===== src/rtl/ssp_rx_fifo_if.sv =====
// Bus between the SSP receive shifter / APB read port and the receive FIFO.
// The SSPRXOVR flag is present only when SSP_RX_OVERRUN_EN is defined.
interface ssp_rx_fifo_if #(
  parameter int DATA_W = 8
);
  logic              PSEL;
  logic              PWRITE;
  logic [DATA_W-1:0] RxData;
  logic              write_fifo;
  logic [DATA_W-1:0] PRDATA;
  logic              rx_fifo_full;
  logic              rx_fifo_empty;
  logic              SSPRXINTR;
`ifdef SSP_RX_OVERRUN_EN
  logic              SSPRXOVR;

  modport master (
    output PSEL, PWRITE, RxData, write_fifo,
    input  PRDATA, rx_fifo_full, rx_fifo_empty, SSPRXINTR, SSPRXOVR
  );

  modport slave (
    input  PSEL, PWRITE, RxData, write_fifo,
    output PRDATA, rx_fifo_full, rx_fifo_empty, SSPRXINTR, SSPRXOVR
  );
`else
  modport master (
    output PSEL, PWRITE, RxData, write_fifo,
    input  PRDATA, rx_fifo_full, rx_fifo_empty, SSPRXINTR
  );

  modport slave (
    input  PSEL, PWRITE, RxData, write_fifo,
    output PRDATA, rx_fifo_full, rx_fifo_empty, SSPRXINTR
  );
`endif
endinterface


===== src/rtl/ssp_rx_fifo.sv =====
// SSP receive FIFO: buffers frames from the receive shifter (one entry per
// rising edge of write_fifo) and returns them on APB reads via PRDATA.
// A frame arriving while full waits in a one-entry hold register and is
// pushed in the first cycle a pop frees a slot.
// Optional feature macro: SSP_RX_OVERRUN_EN -- when defined, a second frame
// arriving while one is already held is dropped and the sticky SSPRXOVR flag
// is raised; when undefined, the newest frame replaces the held one.
module ssp_rx_fifo #(
  parameter int DATA_W = 8,
  parameter int DEPTH  = 4,
  parameter int ADDR_W = 2
) (
  input logic          PCLK,
  input logic          CLEAR,
  ssp_rx_fifo_if.slave bus
);

  localparam logic [ADDR_W:0] FULL_CNT = (ADDR_W+1)'(DEPTH);

  logic [DATA_W-1:0] mem_q [DEPTH];

  logic [ADDR_W-1:0] wptr_q, wptr_d;
  logic [ADDR_W-1:0] rptr_q, rptr_d;
  logic [ADDR_W:0]   count_q, count_d;
  logic [DATA_W-1:0] prdata_q, prdata_d;
  logic [DATA_W-1:0] hold_q, hold_d;
  logic              pend_q, pend_d;
  logic              wr_dly_q, wr_dly_d;
`ifdef SSP_RX_OVERRUN_EN
  logic              ovr_q, ovr_d;
`endif

  logic              full, empty;
  logic              wr_rise, rd_req, pop, push;
  logic [DATA_W-1:0] push_data;

  assign full  = (count_q == FULL_CNT);
  assign empty = (count_q == '0);

  // Next-state logic: edge detect, capture/hold, push/pop, pointers and count.
  always_comb begin
    wptr_d   = wptr_q;
    rptr_d   = rptr_q;
    count_d  = count_q;
    prdata_d = prdata_q;
    hold_d   = hold_q;
    pend_d   = pend_q;
    wr_dly_d = bus.write_fifo;
`ifdef SSP_RX_OVERRUN_EN
    ovr_d    = ovr_q;
`endif

    wr_rise = bus.write_fifo & ~wr_dly_q;
    rd_req  = bus.PSEL & ~bus.PWRITE;
    pop     = rd_req & ~empty;
    // A slot is available if not full, or if this cycle's pop frees one.
    push    = (pend_q | wr_rise) & (~full | pop);

`ifdef SSP_RX_OVERRUN_EN
    // Older held frame has priority; a new frame during pend is dropped.
    push_data = pend_q ? hold_q : bus.RxData;
`else
    // Newest frame wins; RxData bypasses hold in its capture cycle.
    push_data = wr_rise ? bus.RxData : hold_q;
`endif

    if (push) begin
      wptr_d = wptr_q + 1'b1;
      pend_d = 1'b0;
    end else if (wr_rise) begin
      hold_d = push_data;
      pend_d = 1'b1;
    end

    if (pop) begin
      rptr_d   = rptr_q + 1'b1;
      prdata_d = mem_q[rptr_q];
    end else if (rd_req) begin
      prdata_d = '0;
    end

    count_d = count_q + {{ADDR_W{1'b0}}, push} - {{ADDR_W{1'b0}}, pop};

`ifdef SSP_RX_OVERRUN_EN
    if (wr_rise && pend_q) begin
      ovr_d = 1'b1;
    end else if (pop) begin
      ovr_d = 1'b0;
    end
`endif
  end

  // Control and output registers; CLEAR discards any held frame.
  always_ff @(posedge PCLK) begin
    if (CLEAR) begin
      wptr_q   <= '0;
      rptr_q   <= '0;
      count_q  <= '0;
      prdata_q <= '0;
      hold_q   <= '0;
      pend_q   <= 1'b0;
      wr_dly_q <= 1'b0;
`ifdef SSP_RX_OVERRUN_EN
      ovr_q    <= 1'b0;
`endif
    end else begin
      wptr_q   <= wptr_d;
      rptr_q   <= rptr_d;
      count_q  <= count_d;
      prdata_q <= prdata_d;
      hold_q   <= hold_d;
      pend_q   <= pend_d;
      wr_dly_q <= wr_dly_d;
`ifdef SSP_RX_OVERRUN_EN
      ovr_q    <= ovr_d;
`endif
    end
  end

  // Storage array: written on push, never reset (pointers define validity).
  always_ff @(posedge PCLK) begin
    if (!CLEAR && push) begin
      mem_q[wptr_q] <= push_data;
    end
  end

  assign bus.PRDATA        = prdata_q;
  assign bus.rx_fifo_full  = full;
  assign bus.rx_fifo_empty = empty;
  assign bus.SSPRXINTR     = full;
`ifdef SSP_RX_OVERRUN_EN
  assign bus.SSPRXOVR      = ovr_q;
`endif

endmodule


===== src/flat_wrapper.sv =====
// flat-port wrapper written by rule: the top's interface ports become plain ports
module ssp_rx_fifo_flat 
#(
  parameter int DATA_W = 8,
  parameter int DEPTH  = 4,
  parameter int ADDR_W = 2
)
  (PCLK, CLEAR, bus_PSEL, bus_PWRITE, bus_RxData, bus_write_fifo, bus_PRDATA, bus_rx_fifo_full, bus_rx_fifo_empty, bus_SSPRXINTR);
  ssp_rx_fifo_if #(.DATA_W(DATA_W)) bus_i ();
  input logic PCLK;
  input logic CLEAR;
  input wire logic [$bits(bus_i.PSEL)-1:0] bus_PSEL;
  input wire logic [$bits(bus_i.PWRITE)-1:0] bus_PWRITE;
  input wire logic [$bits(bus_i.RxData)-1:0] bus_RxData;
  input wire logic [$bits(bus_i.write_fifo)-1:0] bus_write_fifo;
  output wire logic [$bits(bus_i.PRDATA)-1:0] bus_PRDATA;
  output wire logic [$bits(bus_i.rx_fifo_full)-1:0] bus_rx_fifo_full;
  output wire logic [$bits(bus_i.rx_fifo_empty)-1:0] bus_rx_fifo_empty;
  output wire logic [$bits(bus_i.SSPRXINTR)-1:0] bus_SSPRXINTR;
  assign bus_i.PSEL = bus_PSEL;
  assign bus_i.PWRITE = bus_PWRITE;
  assign bus_i.RxData = bus_RxData;
  assign bus_i.write_fifo = bus_write_fifo;
  assign bus_PRDATA = bus_i.PRDATA;
  assign bus_rx_fifo_full = bus_i.rx_fifo_full;
  assign bus_rx_fifo_empty = bus_i.rx_fifo_empty;
  assign bus_SSPRXINTR = bus_i.SSPRXINTR;
  ssp_rx_fifo #(.DATA_W(DATA_W), .DEPTH(DEPTH), .ADDR_W(ADDR_W)) u_core (.PCLK(PCLK), .CLEAR(CLEAR), .bus(bus_i));
endmodule

===== config.mk =====
export PLATFORM = sky130hd
export DESIGN_NAME = ssp_rx_fifo_flat
export DESIGN_NICKNAME = d
export VERILOG_FILES = /design/src/rtl/ssp_rx_fifo_if.sv /design/src/rtl/ssp_rx_fifo.sv /design/src/flat_wrapper.sv
export SDC_FILE = /design/constraint.sdc
export NUM_CORES = 1
export LEC_CHECK = 0
export ABC_CLOCK_PERIOD_IN_PS = 4100
export CAP_MARGIN = 10
export CORE_MARGIN = 10
export CORE_UTILIZATION = 25
export DETAILED_ROUTE_END_ITERATION = 10
export HOLD_SLACK_MARGIN = 0.05
export PLACE_DENSITY_LB_ADDON = 0.25
export SYNTH_ARGS = -nofsm -noshare
export SYNTH_HDL_FRONTEND = slang
export SYNTH_SLANG_ARGS = --single-unit

===== constraint.sdc =====
create_clock -name PCLK -period 4.1 [get_ports PCLK]
set_input_delay 0.82 -clock PCLK [delete_from_list [all_inputs] [get_ports PCLK]]
set_output_delay 0.82 -clock PCLK [all_outputs]
set_load 0.005 [all_outputs]

# Word level (Yosys, flattened, before mapping)
# Memories as Yosys holds them, arrays and structs flattened. A register that Yosys moved wholly into a read port is not among the register bits.
# Cells that the tools add are included.
# word_totals
register_bits	25
ramBits	32
out_inout_bits	11
word_cells	37
mem_count	1
# op_classes
addsub	4
eq_ne	1
n_mux	7
bitwise	11
n_reduce_logical	6
# memory_table
memory	words	width	rd	rd_ports_with_merged_regs	wr	line	rtl
u_core.mem_q	4	8	1	1	1	ssp_rx_fifo.sv:20	logic [DATA_W-1:0] mem_q [DEPTH];
# op_table
cell	count
two-way mux 8 bit	3
NOT 1 bit	5
adder 2 x 1 -> 2 bit (second input constant)	2
bitwise AND 1 bit	4
two-way mux 2 bit	2
adder 3 x 1 -> 3 bit	1
== test 3 bit (second input constant)	1
logical NOT 3 bit	1
subtractor 3 x 1 -> 3 bit	1
two-way mux 1 bit	2
bitwise OR 1 bit	2
AND reduction 2 bit	1
nonzero test 2 bit	1
OR reduction 2 bit	1
logical AND 1 bit	1
logical NOT 1 bit	1

# Logic depth before layout (Yosys ltp)
# Gate-level depths: netlist (run 1).
# logic_depth
depth_word	8
mapped_depth	10

# Worst setup path after synthesis (run 1)
# OpenSTA, ideal clock, no wires.
# synth_path
path_kind	input to register
from	input port bus_PWRITE
to	register u_core.count_q[2]
setup_time_ns	0.117
arrival_ns	2.275
required_ns	3.983
setup_slack_ns	1.708
cell_stages	10
n_path_buf	1
cell_sequence	nand2b_4 > buf_6 > nor2_1 > ha_1 > inv_1 > ha_1 > fa_1 > xnor2_1 > xnor2_1 > nor2_1
# synth_via
elab_chain_len	7
# synth_rtl
item	line	rtl
start: declaration	flat_wrapper.sv:13	input wire logic [$bits(bus_i.PWRITE)-1:0] bus_PWRITE;
NOT 1 bit *	ssp_rx_fifo.sv:54	rd_req = bus.PSEL & ~bus.PWRITE;
bitwise AND 1 bit *	ssp_rx_fifo.sv:54	
bitwise AND 1 bit *	ssp_rx_fifo.sv:55	pop = rd_req & ~empty;
via u_core.pop	ssp_rx_fifo.sv:34	logic wr_rise, rd_req, pop, push;
bitwise OR 1 bit	ssp_rx_fifo.sv:57	push = (pend_q | wr_rise) & (~full | pop);
bitwise AND 1 bit	ssp_rx_fifo.sv:57	
adder 3 x 1 -> 3 bit	ssp_rx_fifo.sv:82	count_d = count_q + {{ADDR_W{1'b0}}, push} - {{ADDR_W{1'b0}}, pop};
subtractor 3 x 1 -> 3 bit *	ssp_rx_fifo.sv:82	
end signal: assignment	ssp_rx_fifo.sv:109	count_q <= count_d;
end: declaration	ssp_rx_fifo.sv:24	logic [ADDR_W:0] count_q, count_d;
# Mark *: on every way through the listed nets, which the timed path passes. The rest lies on a longest branch.
# A chain may end at the register's enable or synchronous reset.

# Worst setup path after layout (run 1)
# Same ends and word-level chain as after synthesis.

==> impl_metrics.ini, run 1 <==
[clock_network]
h-tree-depth = 3
hold_buffers = 0
tritoncts = done
post_cts_buffers = 0
cts-root-buf = clkbuf_8
path_clk_slew_ns = 0.06
insertion_delay_ns = 0.32
clock-sinks = 59
cts_buffers = 9
max-clock-path-buffers = 2
ctsResizeCount = 0

[logic_synthesis]
synth_seq_cells = 59
synth_cells = 168
async_reset_ff_share_pct = 0
syn-cell-area_sq_um = 2470
synth_cell_types = 32
syn_nets = 188
netlist.area_leader.share_pct = 38.9
synth_area_per_cell_sq_um = 14.7
synth_edf_count = 32
ys_top_cells_by_count = 32 x edfxtp_1, 27 x dfxtp_1, 19 x nand2b_1
ys.flop_type = edfxtp_1
synthTopCellsByArea = edfxtp_1 39%, dfxtp_1 22%, mux4_2 7.3%
yosysTopAreaCell = edfxtp_1
yosys_warnings = 0
synth_seq_area_share_pct = 60.9
synth.most_common_cell = edfxtp_1

[final_layout]
final_layout_size_suffix_gt1_share_pct = 19.7
area_growth_syn_to_layout_pct = 22.5
final_nets = 214
antennaDiodeCount = 0
final_core_util_pct = 31.2

[timing]
slew_headroom_pct = 55.2
finalHoldViolCount = 0
max_freq_mhz = 391
finalCritPeriodShare_pct = 62.3
setup_viol = 0
worst_clock_skew_ns = 0.00368
worst_slew_pin_slew_ns = 0.671
layout_setup_ws_ns = 1.55
rsz0062_at_grt = no
tns_ns = 0
fin_crit_ns = 2.55
final_max_slew_viol_count = 0

[floorplan]
die_width_microns = 119
die_y_microns = 119
die-area_sq_um = 14200
initial_core_util_pct = 25.5
core.rowCount = 36
coreArea_sq_um = 9680
io_pins = 24

[setup_path]
r2r-start = u_core.count_q[1]
crit_start = bus_PWRITE
worst_setup_path_start_kind = input port
cp.required_ns = 4.31
crit_arrival_ns = 2.76
timing_worst_setup_path_type = input port to flop
path_max_fanout = 11
end_kind = flop

[power]
power_density_nw_per_um2 = 509
vdd_drop_max_mv = 0.175
total_power_mw = 1.54
p_leak_nw = 1.02

[hold_path]
hp-class = flop to flop
holdCritStartpoint = u_core.hold_q[0]

[drt]
drc_errors = 0
ant_nets = 0
drt_iter0_markers = 60
totalWireLength_microns = 4400
vias = 1312
firstDrtPassIters = 4
viasPerCell = 3.96
wl_per_cell_microns = 13.3

[status]
outcome = complete, no violations

[global_routing]
grt_pass1_vias = 1389
grtUsageTotal_pct = 6.52
grt_max_degree = 32
antenna_found_initial = 0
grt_overflow = 0
grt_pass1_wl_microns = 7260

[placed_design]
place_hpwl_microns = 3030
place.gp.congestion = 0.666
port-buffer-count = 23
pre_cts_ws_ns = 1.20

[run]
maxCapViolCount = 0
-- stage by stage --
| stage | hold slack, ns | area (sq um) | std cells |
|---|---|---|---|
| finish | 0.473 | 3020 | 331 |
| global route | 0.494 | 3020 | 331 |
| CTS | 0.476 | 3020 | 331 |
| detailed placement | 0.464 | 2820 | 316 |
| global placement | 0.457 | 2820 | 316 |
| floorplan | 0.446 | 2470 | 168 |
-- placed cells by master, fill, tap and decap left out, types with 3 or more instances in the layout --
cell	n
clkdlybuf4s50_1	23
a22o_1	8
dfxtp_1	27
and2_1	4
a21oi_1	3
mux4_2	8
mux2_2	9
nor2b_1	5
edfxtp_1	32
nor2_1	4
ha_1	6
mux2i_1	9
nand2b_1	19
clkbuf_8	11
inv_1	8
-- layer usage --
metal,global-route usage (%),share of wire (%)
met1,8.12,49
met2,9.51,46
met3,2.03,4.5
met4,4.30,1.2
met5,0,0
-- registers in the layout (all words and copies together), names as in the netlist, named ones only --
register,cells
u_core.wptr_q,2
u_core.bus.PRDATA,8
u_core.rptr_q,2
u_core.pend_q,1
u_core.mem_q,32
u_core.hold_q,8
u_core.wr_dly_q,1
u_core.count_q,3
-- critical path, cell delays in order --
cell and delay, ns:
clkdlybuf4s50_1 0.45, nand2b_4 0.18, nor2_1 0.07, ha_1 0.29, inv_1 0.04, ha_1 0.18
fa_1 0.37, xnor2_1 0.17, xnor2_1 0.14, nor2_1 0.05
-- cells by family after synthesis --
family                     count (synthesis)  synth area share [%]
DFF                                       59                  60.9
and+or+nand+nor                           40                  10.8
muxes                                     26                  15.1
buffers and inverters                     18                  3.60
AOI/OAI and AO/OA                         16                  5.12
adders and majority gates                  7                  3.85
xor gates and xnor gates                   2                 0.710
-- where the power goes --
part           switching, mW  leakage (nW)  internal (mW)
Sequential            0.0449         0.515          0.681
Combinational          0.125         0.408          0.162
Clock                  0.217        0.0974          0.309
-- cell type report --
| cell class | instances | area, sq um |
|---|---|---|
| Timing Repair Buffer | 25 | 245 |
| Inverter | 8 | 30.0 |
| Clock buffer | 11 | 151 |
| Fill cell | 982 | 6660 |
| Multi-Input combinational cell | 91 | 877 |
| Sequential cell | 59 | 1500 |
| Clock inverter | 4 | 50.0 |
| Tap cell | 133 | 166 |
-- path summary, 6_finish.rpt --
kind                            depth (start not counted)                 to  slack, ns
worst max-delay path                                   10  u_core.count_q[2]       1.55
worst min-delay path                                    2   u_core.hold_q[0]       0.47
worst max register to register                          9  u_core.count_q[2]       1.87
worst min register to register                          2   u_core.hold_q[0]       0.47
Power figures use the tool's default switching activity.
==> inputs of run 2 (changes only) <==
ABC_CLOCK_PERIOD_IN_PS = 2500   (was 4100)
clock period = 2.5 ns   (was 4.1 ns; I/O delays follow)
==> impl_metrics.ini, run 2 (synthesis results as in run 1) <==
[power]
p_leak_nw = 1.07
vdd_drop_max_mv = 0.222
power_density_nw_per_um2 = 839

[final_layout]
fillCellCount = 965
final_nets = 221
regMostFlops = u_core.mem_q
final_layout_size_suffix_gt1_share_pct = 21.4
layout_common_cells = 32 x edfxtp_1, 27 x dfxtp_1, 23 x clkdlybuf4s50_1
final_cells = 339
largest_register_ffs = 32
final_common_cell = edfxtp_1
antennaDiodeCount = 0
area_growth_syn_to_layout_pct = 25.4

[global_routing]
grt_max_degree = 31
grt_overflow = 0
grt_pass1_vias = 1449
antenna_found_initial = 0
grt_pass1_wl_microns = 7750
grtUsageTotal_pct = 6.99

[clock_network]
hold_buffers = 0
post_cts_buffers = 0
clock-sinks = 59
cts_buffers = 9
path_clk_slew_ns = 0.06
tritoncts = done
cts-root-buf = clkbuf_8
insertion_delay_ns = 0.33
ctsResizeCount = 0
h-tree-depth = 3
max-clock-path-buffers = 2

[timing]
holdWs_ns = 0.467
finalCritPeriodShare_pct = 89.0
fin_crit_ns = 2.22
final_max_slew_viol_count = 0
worst_slew_pin_slew_ns = 0.628
tns_ns = 0
finalHoldViolCount = 0
slew_headroom_pct = 58.1
setup_viol = 0
worst_clock_skew_ns = 0.00806
max_freq_mhz = 450
rsz0062_at_grt = no

[drt]
totalWireLength_microns = 4520
drc_errors = 0
ant_nets = 0
wl_per_cell_microns = 13.3
firstDrtPassIters = 4
viasPerCell = 3.97
drt_iter0_markers = 43
vias = 1345

[setup_path]
cpPeakStageDelay_ns = 0.41
end_kind = flop
crit_arrival_ns = 2.43
cp.required_ns = 2.71
path_max_fanout = 7
timing_worst_setup_path_type = flop to flop
slowest_stage = nor3_2
worst_setup_path_start_kind = flop
crit_chain = nor3_2 -> nor2_1 -> ha_1 -> inv_1 -> ha_1 -> fa_1 -> xnor2_1 -> xnor2_1 -> nor2_1

[floorplan]
core.rowCount = 36
die-area_sq_um = 14200
die_y_microns = 119
die_width_microns = 119
coreArea_sq_um = 9680
initial_core_util_pct = 25.5
io_pins = 24

[hold_path]
hp-class = flop to flop

[placed_design]
dp_cells = 323
place.gp.congestion = 0.667
place_hpwl_microns = 3200
port-buffer-count = 23

[run]
maxCapViolCount = 0

[status]
outcome = complete, no violations
==> run 2: cell types whose count changed in the layout (fill, tap and decap cells not counted) <==
cell        delta
buf_12         +1
clkbuf_8       -2
clkinvlp_4     -2
clkbuf_1       +2
buf_4          +6
clkinv_1       +1
clkinv_4       +1
bufinv_16      +1
==> run 2: per-layer routing <==
layer	GRT usage, %	wire length, microns	vias to the layer above
li1	-	-	676
met1	8.34	2120	641
met2	10.5	2120	21
met3	2.17	173	7
met4	4.98	102	0
met5	0	0	-
==> run 2: worst paths after layout <==
kind	startpoint	to	slack, ns	depth (start not counted)
hold reg to reg	u_core.hold_q[5]	u_core.hold_q[5]	0.47	2
setup reg to reg	u_core.count_q[1]	u_core.count_q[2]	0.28	9
hold / removal	u_core.hold_q[5]	u_core.hold_q[5]	0.47	2
setup / recovery	u_core.count_q[1]	u_core.count_q[2]	0.28	9
==> run 2: layout make-up <==
| type | count | area (sq um) | share of cell area [%] |
|---|---|---|---|
| multi-input cells | 91 | 877 | 28.3 |
| inverters | 8 | 30.0 | 0.970 |
| flip-flops and latches | 59 | 1500 | 48.5 |
| clock inverters | 5 | 77.6 | 2.51 |
| clock buffers | 11 | 131 | 4.25 |
| repair buffers | 32 | 310 | 10.0 |
| well taps | 133 | 166 | 5.38 |
==> run 2: critical path, delay by kind of cell, from the launching register on <==
kind                       cells  cell delay (ns)
xor gates and xnor gates       2             0.32
adders and majority gates      3             0.84
buffers and inverters          1             0.04
DFF                            1             0.37
and+or+nand+nor                3             0.54
==> run 2: power by group <==
part,internal [mW],switching (mW)
combinational,0.280,0.208
sequential,1.12,0.0741
clock,0.559,0.359
==> run 2: through the flow <==
step | setup slack [ns] | power (mW) | cell area (sq um) | utilization (%)
2_1_floorplan | 0.428 | 1.53 | 2470 | -
3_3_place_gp | 0.0228 | 1.71 | 2890 | 29.8
3_5_place_dp | 0.00835 | 1.71 | 2890 | 29.8
4_1_cts | 0.244 | 2.65 | 3090 | 32.0
5_1_grt | 0.0957 | 2.77 | 3090 | 32.0
6_report | 0.276 | 2.60 | 3090 | 32.0
==> inputs of run 3 (changes only) <==
GPL_TIMING_DRIVEN = 0   (was unset)
==> impl_metrics.ini, run 3 (synthesis results as in run 1) <==
[clock_network]
insertion_delay_ns = 0.34
path_clk_slew_ns = 0.07
cts_buffers = 9
post_cts_buffers = 0
tritoncts = done
clock-sinks = 59
ctsResizeCount = 0
hold_buffers = 0
h-tree-depth = 3
max-clock-path-buffers = 2
cts-root-buf = clkbuf_8

[drt]
vias = 1359
firstDrtPassIters = 4
totalWireLength_microns = 4560
drt_iter0_markers = 82
ant_nets = 0
wl_per_cell_microns = 13.4
drc_errors = 0
viasPerCell = 4.00

[timing]
finalCritPeriodShare_pct = 91.4
rsz0062_at_grt = no
worst_slew_pin_slew_ns = 0.627
setup_viol = 0
finalHoldViolCount = 0
worst_clock_skew_ns = 0.00936
final_max_slew_viol_count = 0
holdWs_ns = 0.473
fin_crit_ns = 2.29
slew_headroom_pct = 58.0
max_freq_mhz = 438
tns_ns = 0

[floorplan]
die_y_microns = 119
initial_core_util_pct = 25.5
coreArea_sq_um = 9680
io_pins = 24
die_width_microns = 119
die-area_sq_um = 14200
core.rowCount = 36

[power]
vdd_drop_max_mv = 0.249
power_density_nw_per_um2 = 833
p_leak_nw = 1.04

[setup_path]
worst_setup_path_start_kind = input port
end_kind = flop
crit_arrival_ns = 2.51
timing_worst_setup_path_type = input port to flop
cpPeakStageDelay_ns = 0.45
path_max_fanout = 10
slowest_stage = clkdlybuf4s50_1
crit_chain = clkdlybuf4s50_1 -> nand2b_4 -> buf_6 -> nor2_1 -> ha_1 -> inv_1 -> ha_1 -> fa_1 -> xnor2_1 -> xnor2_1 -> nor2_1
cp.required_ns = 2.73

[status]
outcome = complete, no violations

[run]
maxCapViolCount = 0

[hold_path]
hp-class = flop to flop

[global_routing]
antenna_found_initial = 0
grt_pass1_vias = 1502
grt_pass1_wl_microns = 7820
grt_overflow = 0
grt_max_degree = 12
grtUsageTotal_pct = 7.09

[final_layout]
layout_common_cells = 32 x edfxtp_1, 27 x dfxtp_1, 23 x clkdlybuf4s50_1
antennaDiodeCount = 0
largest_register_ffs = 32
final_common_cell = edfxtp_1
final_layout_size_suffix_gt1_share_pct = 20.8
regMostFlops = u_core.mem_q
final_nets = 222
area_growth_syn_to_layout_pct = 24.3

[placed_design]
place.gp.congestion = 0.643
place_hpwl_microns = 3170
port-buffer-count = 23
-- run 3: worst max-delay path: cells and delay by family --
kind                       cells  cell delay, ns
and+or+nand+nor                3            0.22
adders and majority gates      3            0.85
buffers and inverters          3            0.62
xor gates and xnor gates       2            0.33
-- run 3: worst paths after layout --
path	end	slack [ns]	cells past startpoint	start
setup / recovery	u_core.count_q[2]	0.21	11	bus_PWRITE
hold / removal	u_core.hold_q[6]	0.47	2	u_core.hold_q[6]
setup reg to reg	u_core.count_q[2]	0.28	9	u_core.count_q[1]
hold reg to reg	u_core.hold_q[6]	0.47	2	u_core.hold_q[6]
-- run 3: through the flow --
stage / util [%] / area [sq um] / setup slack (ns) / std cells / total power, mW
3_3_place_gp: 29.6 / 2860 / -0.146 / 324 / 1.71
6_report: 31.7 / 3070 / 0.214 / 340 / 2.56
3_5_place_dp: 29.6 / 2860 / -0.137 / 324 / 1.71
2_1_floorplan: - / 2470 / 0.428 / 168 / 1.53
5_1_grt: 31.7 / 3070 / 0.0209 / 340 / 2.72
4_1_cts: 31.7 / 3070 / 0.216 / 340 / 2.60
-- run 3: final cells by class --
cell class | instances | area, sq um
Sequential cell | 59 | 1500
Fill cell | 963 | 6620
Tap cell | 133 | 166
Timing Repair Buffer | 23 | 230
Clock buffer | 11 | 141
Multi-Input combinational cell | 91 | 877
Clock inverter | 5 | 62.6
Inverter | 8 | 30.0
Buffer | 10 | 58.8
-- run 3: per-layer routing --
layer | up-vias | global-route usage (%) | wire (microns)
li1 | 678 | - | -
met1 | 644 | 8.59 | 2110
met3 | 6 | 2.74 | 289
met5 | - | 0 | 0
met2 | 31 | 10.4 | 2080
met4 | 0 | 4.30 | 75
-- run 3: report_power, final --
part	internal [mW]	leakage [nW]	switching, mW
clock network	0.491	0.0957	0.388
logic	0.279	0.433	0.228
registers	1.12	0.515	0.0546
total	1.89	1.04	0.670
